## config.mk

```make
export PLATFORM = sky130hd
export DESIGN_NAME = wb_arbiter_rr
export DESIGN_NICKNAME = d
export VERILOG_FILES = /design/src/rtl/wb_arb_pkg.sv /design/src/rtl/wb_rr_pick.sv /design/src/rtl/wb_arbiter_rr.sv
export SDC_FILE = /design/constraint.sdc
export NUM_CORES = 1
export LEC_CHECK = 0
export CAP_MARGIN = 30
export CORE_MARGIN = 5
export CORE_UTILIZATION = 30
export DETAILED_ROUTE_END_ITERATION = 12
export PLACE_DENSITY = 0.64
export SYNTH_ARGS = -nofsm -noshare
export SYNTH_HDL_FRONTEND = slang
export SYNTH_SLANG_ARGS = --single-unit
```

## constraint.sdc

```tcl
create_clock -name clk -period 3.15 [get_ports clk]
set_input_delay 0.63 -clock clk [delete_from_list [all_inputs] [get_ports clk]]
set_output_delay 0.63 -clock clk [all_outputs]
set_load 0.05 [all_outputs]
```

## src/rtl/wb_arb_pkg.sv

```systemverilog
// Shared types and width helpers for the Wishbone round-robin arbiter.
package wb_arb_pkg;

    typedef enum logic [1:0] {
        ARB_IDLE  = 2'd0,
        ARB_GRANT = 2'd1,
        ARB_DRAIN = 2'd2
    } arb_state_e;

    // Width of a counter that must hold 0..max_out inclusive.
    function automatic int cnt_w(input int max_out);
        return (max_out < 1) ? 1 : $clog2(max_out + 1);
    endfunction

    // Width of the watchdog timer; at least one bit even when disabled.
    function automatic int tmr_w(input int t);
        return (t < 1) ? 1 : $clog2(t + 1);
    endfunction

    // Width of a master index; at least one bit for a single master.
    function automatic int idx_w(input int n);
        return (n < 2) ? 1 : $clog2(n);
    endfunction

endpackage

```

## src/rtl/wb_rr_pick.sv

```systemverilog
// Combinational rotate-priority picker: the requester closest after
// i_last (cyclically) wins. Shared with the slave-side arbiters.
module wb_rr_pick
    import wb_arb_pkg::*;
#(
    parameter  int NUMM = 2,
    localparam int IW   = idx_w(NUMM)
) (
    input  logic [NUMM-1:0] i_req,
    input  logic [IW-1:0]   i_last,
    output logic [NUMM-1:0] o_gnt,
    output logic [IW-1:0]   o_idx,
    output logic            o_valid
);

    int w_dist;
    int w_best;
    int w_best_dist;

    // Pick the requester with the smallest cyclic distance past i_last.
    always_comb begin
        w_dist      = 0;
        w_best      = 0;
        w_best_dist = NUMM;
        o_valid     = |i_req;
        for (int i = 0; i < NUMM; i++) begin
            if (i_req[i]) begin
                w_dist = i - int'(i_last) - 1;
                if (w_dist < 0) w_dist = w_dist + NUMM;
                if (w_dist < w_best_dist) begin
                    w_best_dist = w_dist;
                    w_best      = i;
                end
            end
        end
        for (int i = 0; i < NUMM; i++) begin
            o_gnt[i] = o_valid && (i == w_best);
        end
        o_idx = IW'(w_best);
    end

endmodule

```

## src/rtl/wb_arbiter_rr.sv

```systemverilog
// Round-robin Wishbone B4 pipelined arbiter: holds the grant for a whole
// cyc burst, counts outstanding requests so responses route to the owner,
// and synthesizes err when a slave goes silent for TIMEOUT cycles.
module wb_arbiter_rr
    import wb_arb_pkg::*;
#(
    parameter  int NUMM    = 2,
    parameter  int MAX_OUT = 4,
    parameter  int TIMEOUT = 255,
    localparam int CNTW    = cnt_w(MAX_OUT)
) (
    input  logic            clk,
    input  logic            rst,
    input  logic [NUMM-1:0] m_cyc,
    input  logic [NUMM-1:0] m_stb,
    output logic [NUMM-1:0] m_stall,
    output logic [NUMM-1:0] m_ack,
    output logic [NUMM-1:0] m_err,
    input  logic            bus_stall,
    input  logic            bus_ack,
    input  logic            bus_err,
    output logic            bus_cyc,
    output logic            bus_stb,
    output logic [NUMM-1:0] gnt,
    output logic [CNTW-1:0] outstanding,
    output logic            timeout
);

    localparam int IW = idx_w(NUMM);
    localparam int TW = tmr_w(TIMEOUT);

    arb_state_e      r_state, w_state_nx;
    logic [NUMM-1:0] r_gnt, w_gnt_nx;
    logic [IW-1:0]   r_gidx, w_gidx_nx;
    logic [IW-1:0]   r_last, w_last_nx;
    logic [CNTW-1:0] r_out, w_out_nx;
    logic [TW-1:0]   r_tmr, w_tmr_nx;

    logic [NUMM-1:0] w_pick_gnt;
    logic [IW-1:0]   w_pick_idx;
    logic            w_pick_vld;
    logic            w_nz, w_full, w_resp, w_fire, w_accept;

    wb_rr_pick #(.NUMM(NUMM)) u_pick (
        .i_req   (m_cyc),
        .i_last  (r_last),
        .o_gnt   (w_pick_gnt),
        .o_idx   (w_pick_idx),
        .o_valid (w_pick_vld)
    );

    assign w_nz   = (r_out != '0);
    assign w_full = (r_out == CNTW'(MAX_OUT));
    // Responses with nothing in flight are stale and never counted.
    assign w_resp = (bus_ack | bus_err) & w_nz;
    // A real response in the deadline cycle beats the watchdog.
    assign w_fire = (TIMEOUT != 0) && (r_tmr == TW'(TIMEOUT)) && w_nz && !w_resp;

    assign gnt         = r_gnt;
    assign outstanding = r_out;
    assign timeout     = w_fire;

    // Bus handshakes, counter/timer update and next-state selection.
    always_comb begin
        w_state_nx = r_state;
        w_gnt_nx   = r_gnt;
        w_gidx_nx  = r_gidx;
        w_last_nx  = r_last;
        m_stall    = '1;
        m_ack      = '0;
        m_err      = '0;
        bus_cyc    = 1'b0;
        bus_stb    = 1'b0;

        case (r_state)
            ARB_GRANT: begin
                bus_cyc         = m_cyc[r_gidx];
                bus_stb         = m_stb[r_gidx] & ~w_full;
                m_stall[r_gidx] = bus_stall | w_full;
            end
            ARB_DRAIN: bus_cyc = 1'b1;
            default: ;
        endcase

        if (r_state != ARB_IDLE) begin
            m_ack[r_gidx] = bus_ack & w_nz;
            m_err[r_gidx] = (bus_err & w_nz) | w_fire;
        end

        w_accept = bus_stb & ~bus_stall;
        if (w_fire) w_out_nx = '0;
        else        w_out_nx = r_out + CNTW'(w_accept) - CNTW'(w_resp);

        if ((TIMEOUT == 0) || !w_nz || w_resp || w_fire) w_tmr_nx = '0;
        else                                             w_tmr_nx = r_tmr + TW'(1);

        case (r_state)
            ARB_IDLE: begin
                if (w_pick_vld) begin
                    w_state_nx = ARB_GRANT;
                    w_gnt_nx   = w_pick_gnt;
                    w_gidx_nx  = w_pick_idx;
                    w_last_nx  = w_pick_idx;
                end
            end
            ARB_GRANT: begin
                // Owner released cyc: hand back only once nothing is in flight.
                if (!m_cyc[r_gidx]) begin
                    if (w_out_nx == '0) begin
                        w_state_nx = ARB_IDLE;
                        w_gnt_nx   = '0;
                    end else begin
                        w_state_nx = ARB_DRAIN;
                    end
                end
            end
            ARB_DRAIN: begin
                if (w_out_nx == '0) begin
                    w_state_nx = ARB_IDLE;
                    w_gnt_nx   = '0;
                end
            end
            default: begin
                w_state_nx = ARB_IDLE;
                w_gnt_nx   = '0;
            end
        endcase
    end

    // State, grant, round-robin pointer, outstanding counter and watchdog timer.
    always_ff @(posedge clk or posedge rst) begin
        if (rst) begin
            r_state <= ARB_IDLE;
            r_gnt   <= '0;
            r_gidx  <= '0;
            r_last  <= IW'(NUMM - 1);
            r_out   <= '0;
            r_tmr   <= '0;
        end else begin
            r_state <= w_state_nx;
            r_gnt   <= w_gnt_nx;
            r_gidx  <= w_gidx_nx;
            r_last  <= w_last_nx;
            r_out   <= w_out_nx;
            r_tmr   <= w_tmr_nx;
        end
    end

endmodule

```

* Yosys cells after proc, flatten, opt, wreduce, memory -nomap -nowiden *
Cells that the tools add are included.

storage, ports and cells
  bits in registers = 17
  latch bits = 0
  bits of input ports = 9
  bits in writable memories = 0
  memories = 0
  logic and storage cells = 91
  output and inout bits = 14
  bits in read-only memories = 0

cells by class
  multiplexer cells = 30
  $mul = 0
  add/sub/neg operators = 9
  shift operators = 0
  div/mod/pow operators = 0
  equal/unequal tests = 8
  reduce and logical (&&, ||, !) cells = 18
  bitwise logic cells = 14
  magnitude comparators = 6

operators with widths
  operator                                             count
  two-way mux 32 bit                                   7
  adder 32 x 3 -> 32 bit, second input constant        2
  < comparator 32 x 1 -> 1 bit, second input constant  2
  subtractor 32 x 2 -> 32 bit, second input constant   2
  == test 2 x 32 -> 1 bit, first input constant        1
  logical NOT 32 bit                                   1
  < comparator 32 x 3 -> 1 bit, second input constant  1
  < comparator 32 bit                                  1
  two-way mux 2 bit                                    10
  one-hot mux 2 bit (3 select lines)                   2
  adder 8 x 1 -> 8 bit, second input constant          1
  == test 8 bit, second input constant                 1
  two-way mux 8 bit                                    1
  two-way mux 1 bit                                    7
  bitwise AND 1 bit                                    5
  logical AND 1 bit                                    5
  bitwise AND 2 bit                                    2
  inequality test 2 bit, second input constant         2
  AND reduction 2 bit                                  2
  subtractor 1 x 1 -> 2 bit, first input constant      2
  adder 3 x 1 -> 3 bit                                 1
  == test 3 bit, second input constant                 1
  logical NOT 3 bit                                    1
  two-way mux 3 bit                                    1
  other kinds (19)                                     24

* Depth between registers and ports, before layout *
  depth in word-level cells = 15
  gate-level depth with buffers = 12

* Cells and area by module *
Synthesis repeated with hierarchy kept, for this count alone.

second synthesis, totals
  cell total of the unflattened synthesis = 113
  area total of the unflattened synthesis = 1087.3 um^2

modules (own cells, without submodules)
  module         instances  area an instance (um^2)  sequential area each (um^2)  cells an instance
  wb_arbiter_rr  1          1054.8                   426.7                        108
  wb_rr_pick     1          32.5                     0.0                          5

* Worst setup path after synthesis *
OpenSTA, ideal clock, no wires.

  path kind = reg2reg
  from = register r_out[1] (netlist: outstanding[1])
  to = register r_gnt[0] (netlist: gnt[0])
  path buffers = 0
  data arrival time = 2.843 ns
  path slack = 0.179 ns
  stages on the path, launching flop included = 13
  data required time = 3.022 ns
  path through = dfrtp_1 -> nor2_1 -> a21oi_1 -> nand3_1 -> ha_1 -> inv_1 -> ha_1 -> inv_1 -> fa_1 -> xor3_1 -> nor3b_4 -> o31ai_2 -> mux2_1

on the way
  word-level cells in the longest chain between the ends = 12
  elaborated cells on any way between the ends = 17

ends and longest elaborated chain
  what                                  line                                        source
  start: declaration                    wb_arbiter_rr.sv:36                         logic [CNTW-1:0] r_out, w_out_nx;
  start signal: assignment              wb_arbiter_rr.sv:144                        r_out <= w_out_nx;
  == test 3 bit                         wb_arbiter_rr.sv:53                         assign w_full = (r_out == CNTW'(MAX_OUT));
  inverter 1 bit                        wb_arbiter_rr.sv:78                         bus_stb = m_stb[r_gidx] & ~w_full;
  bitwise AND 1 bit                     wb_arbiter_rr.sv:78
  two-way mux 1 bit                     wb_arbiter_rr.sv:75                         case (r_state)
  bitwise AND 1 bit                     wb_arbiter_rr.sv:90                         w_accept = bus_stb & ~bus_stall;
  adder 3 x 1 -> 3 bit                  wb_arbiter_rr.sv:92                         else w_out_nx = r_out + CNTW'(w_accept) - CNTW'(w_resp);
  subtractor 3 x 1 -> 3 bit             wb_arbiter_rr.sv:92
  two-way mux 3 bit *                   wb_arbiter_rr.sv:91                         if (w_fire) w_out_nx = '0;
  logical NOT 3 bit *                   wb_arbiter_rr.sv:109, wb_arbiter_rr.sv:118
  two-way mux 2 bit *                   --
  two-way mux 2 bit                     --
  one-hot mux 2 bit (3 select lines) *  --
  end signal: assignment                wb_arbiter_rr.sv:141                        r_gnt <= w_gnt_nx;
  end: declaration                      wb_arbiter_rr.sv:33                         logic [NUMM-1:0] r_gnt, w_gnt_nx;

Every way passes the cells marked *; elsewhere a longest branch is shown, timed or not. The select of a mux whose other input is x is not followed.
A chain may end at the register's enable or synchronous reset.

* Final worst setup path *
  from = input port m_stb[1]
  to = register r_gnt[1] (netlist: gnt[1])

on the way
  word-level cells in the longest chain between the ends = 12

ends and longest elaborated chain
  what                                                    line                                        source
  start: declaration                                      wb_arbiter_rr.sv:15                         input logic [NUMM-1:0] m_stb,
  two-way mux 1 bit (not written as such) * (2 in a row)  wb_arbiter_rr.sv:78
  bitwise AND 1 bit *                                     wb_arbiter_rr.sv:78
  two-way mux 1 bit *                                     wb_arbiter_rr.sv:75
  bitwise AND 1 bit *                                     wb_arbiter_rr.sv:90
  adder 3 x 1 -> 3 bit *                                  wb_arbiter_rr.sv:92
  subtractor 3 x 1 -> 3 bit *                             wb_arbiter_rr.sv:92
  two-way mux 3 bit *                                     wb_arbiter_rr.sv:91
  logical NOT 3 bit *                                     wb_arbiter_rr.sv:109, wb_arbiter_rr.sv:118
  two-way mux 2 bit *                                     --
  two-way mux 2 bit                                       --
  one-hot mux 2 bit (3 select lines) *                    --

Marks and branches as above.

==> key figures <==
Outcome
  • Status: completed

Placement
  • Half-perimeter wire length after placement: 1.78 mm
  • Number of placed instances, taps included: 181
  • PortBufs: 22
  • Final Wtd Congestion: 0.797

Min path
  • Worst hold path type: reg -> reg
  • Hold Path Origin: r_tmr[0]$_DFF_PP0_

CTS
  • Worst skew pair latency: 0.30 ns
  • CTS max path bufs: 2
  • TritonCTS clock tree: done
  • # clock sinks: 17
  • CTS clk-pin slew, worst paths: approximately 0.11 ns
  • Post-CTS sizing: 0
  • Max H-tree Level: 1
  • Post-CTS Setup Bufs: 0
  • CTS buffer count: 3
  • Hold-fix buffers, CTS: 0
  • Root Buffer: clkbuf_4

Detailed routing
  • DR iter-0 viols: 11
  • Via-per-instance ratio: between 4 and 5
  • Via count: between 800 and 900
  • Detailed Routing Iterations Pass 1: 4
  • Final wirelength: 2.26 mm
  • ANT nets after route: 0
  • DRC violations left: 0
  • Drt wl/cell: 12.2 um

Worst setup path
  • FF-to-FF Start: outstanding[1]$_DFF_PP0_
  • Worst path bufs/invs: 3
  • Worst Path Arrival: 3.14 ns
  • Crit-path leading delay family: adder cells
  • CP max stage delay: 0.39 ns
  • Worst path slowest cell: clkdlybuf4s50_1
  • Crit Path Max Fanout: 3
  • R2R Setup Slk: 0.35 ns
  • WP data required: 3.34 ns
  • Kind of critical path: in -> reg
  • CP startpoint kind: input pin
  • Critical path origin: m_stb[1]
  • Setup crit end kind: flop
  • Worst-path cell chain: clkdlybuf4s50_1, mux2_2, nand3_1, ha_1, inv_1, ha_1, inv_1, fa_1, xor3_1, nor3b_4, o31ai_2, mux2_1

Cells and area
  • Seq. cell area: roughly 430 um^2
  • Most frequent cells in the layout: nor2_1 (23), dfrtp_1 (16), clkdlybuf4s50_1 (15), inv_1 (11)
  • Diodes inserted: 0
  • Nets@finish: 156
  • Fill cells: 364
  • Commonest non-fill, non-tap cell in the layout: nor2_1
  • Multi-input combinational cell area: between 500 and 600 um^2
  • Ratio of cells with drive above 1 in the final layout: 18.0%
  • Area delta synth->final: 29.7%
  • Final non-filler cell total: 185
  • Final Util: 40.8%

STA
  • Period utilisation layout: 93.7%
  • Worst-Margin Slew: 0.667 ns
  • RSZ-0062 raised after global routing: no
  • Setup violators final: 0
  • Final hold vios: 0
  • Worst clock skew: 0.00514 ns
  • Max Fclk: 339 MHz
  • Post-layout minimum cycle time: 2.95 ns
  • Pins over their slew limit: 0
  • Rel. slew slack: 55.5%

Power
  • Leak pwr: 0.602 nW
  • Power density cells: 1020 nW/um^2
  • Worst vdd ir: 0.579 mV

Floorplan
  • Core ar.: 3360 um^2
  • Total Die Area: 4810 um^2
  • Ports: 23
  • Initial core utilization: a little under a third
  • Die X: around 69 um
  • Site row count: 21
  • Die Span Y: 69.4 um

Flow run
  • Total of max-cap violations: 0

Synthesis
  • Cells after Synth: roughly 110
  • Top_reg_cell synth: dfrtp_1
  • Seq/Total Area, Yosys: 40.4%
  • Number of warnings issued by yosys: 0
  • Synth Net Count: 128
  • Post-synth EDFFs: 0
  • Distinct cells, synth: 33
  • Synth Area per Inst: 9.44 um^2
  • Mapped Area: approximately 1100 um^2
  • Register bit total from synthesis: 17
  • Post-synth ARST share: 100%

GRT
  • Number of antenna violations at the first check in global routing: 0
  • Total global routing overflow: 0
  • Total track usage: roughly a tenth
  • First-pass GRT wire length: 4.04 mm
  • Number of global-route vias before repair: 927
  • Largest net degree at the start of global routing: 18
==> sequential cells by signal, indices dropped and copies added (netlist names) <==
| signal | cells |
|---|---|
| r_last | 1 |
| r_tmr | 8 |
| outstanding | 3 |
| r_gidx | 1 |
| gnt | 2 |
| r_state | 2 |
==> final timing paths <==
| check | end | depth (start not counted) |
|---|---|---|
| min reg2reg | r_tmr[0]$_DFF_PP0_ | 1 |
| max | gnt[1]$_DFFE_PP0P_ | 12 |
| min | r_tmr[0]$_DFF_PP0_ | 1 |
| min in group asynchronous | r_tmr[0]$_DFF_PP0_ | 2 |
| max reg2reg | gnt[1]$_DFFE_PP0P_ | 12 |
| max in group asynchronous | r_tmr[4]$_DFF_PP0_ | 2 |
==> per-stage QoR <==
step	setup slack, ns	setup TNS, ns	power (mW)	hold slack, ns	area (um^2)
final	0.197	0	1.40	0.495	1370
after floorplan	0.179	0	1.04	0.451	1060
after global routing	0.0349	0	1.51	0.529	1370
after global placement	-0.0754	-0.223	1.28	0.473	1340
after detailed placement	-0.142	-0.404	1.29	0.486	1340
after CTS	0.194	0	1.42	0.501	1370
==> metal layers <==
metal | track usage (%) | share of wire (%)
met1 | 11.7 | 44
met2 | 17.6 | 49
met4 | 4.99 | 1.9
met3 | 2.61 | 5.5
met5 | 0 | 0
==> cells in the mapped netlist (2+ instances only) <==
cell / n / area, um^2
nor2_1: 23 / 86.3
dfrtp_1: 16 / 400
inv_1: 11 / 41.3
nand2_1: 9 / 33.8
a21oi_1: 6 / 30.0
ha_1: 6 / 75.1
nand3_1: 6 / 30.0
xnor2_1: 4 / 35.0
mux2_1: 3 / 33.8
nor3_1: 3 / 15.0
o31ai_2: 2 / 25.0
xor2_1: 2 / 17.5
==> report_power, final <==
part	leakage [nW]	total, mW	internal, mW	switching, mW
registers	0.219	0.350	0.284	0.0657
logic	0.365	0.931	0.399	0.532
clock network	0.0177	0.122	0.0473	0.0745
total	0.602	1.40	0.731	0.672
==> cell families (layout without fill, tap and decap cells) <==
kind of cell | after synthesis | in the layout | synth area share (%)
AND/OR/NAND/NOR | 50 | 50 | 23.3
buffers and inverters | 14 | 41 | 5.09
XOR/XNOR | 7 | 7 | 7.22
multiplexers | 5 | 5 | 5.21
flip-flops | 17 | 17 | 40.4
AO/OA/AOI/OAI | 12 | 12 | 9.82
adder cells (fa/ha/maj) | 7 | 7 | 8.99
==> final cells by class <==
type                            count  share of cell area, %
Clock buffer                        3                   1.64
Clock inverter                      1                  0.365
Inverter                           12                   3.28
Multi-Input combinational cell     81                   42.1
Sequential cell                    17                   31.1
Tap cell                           46                   4.20
Timing Repair Buffer               25                   17.3
(Power assumes the default switching activity.)
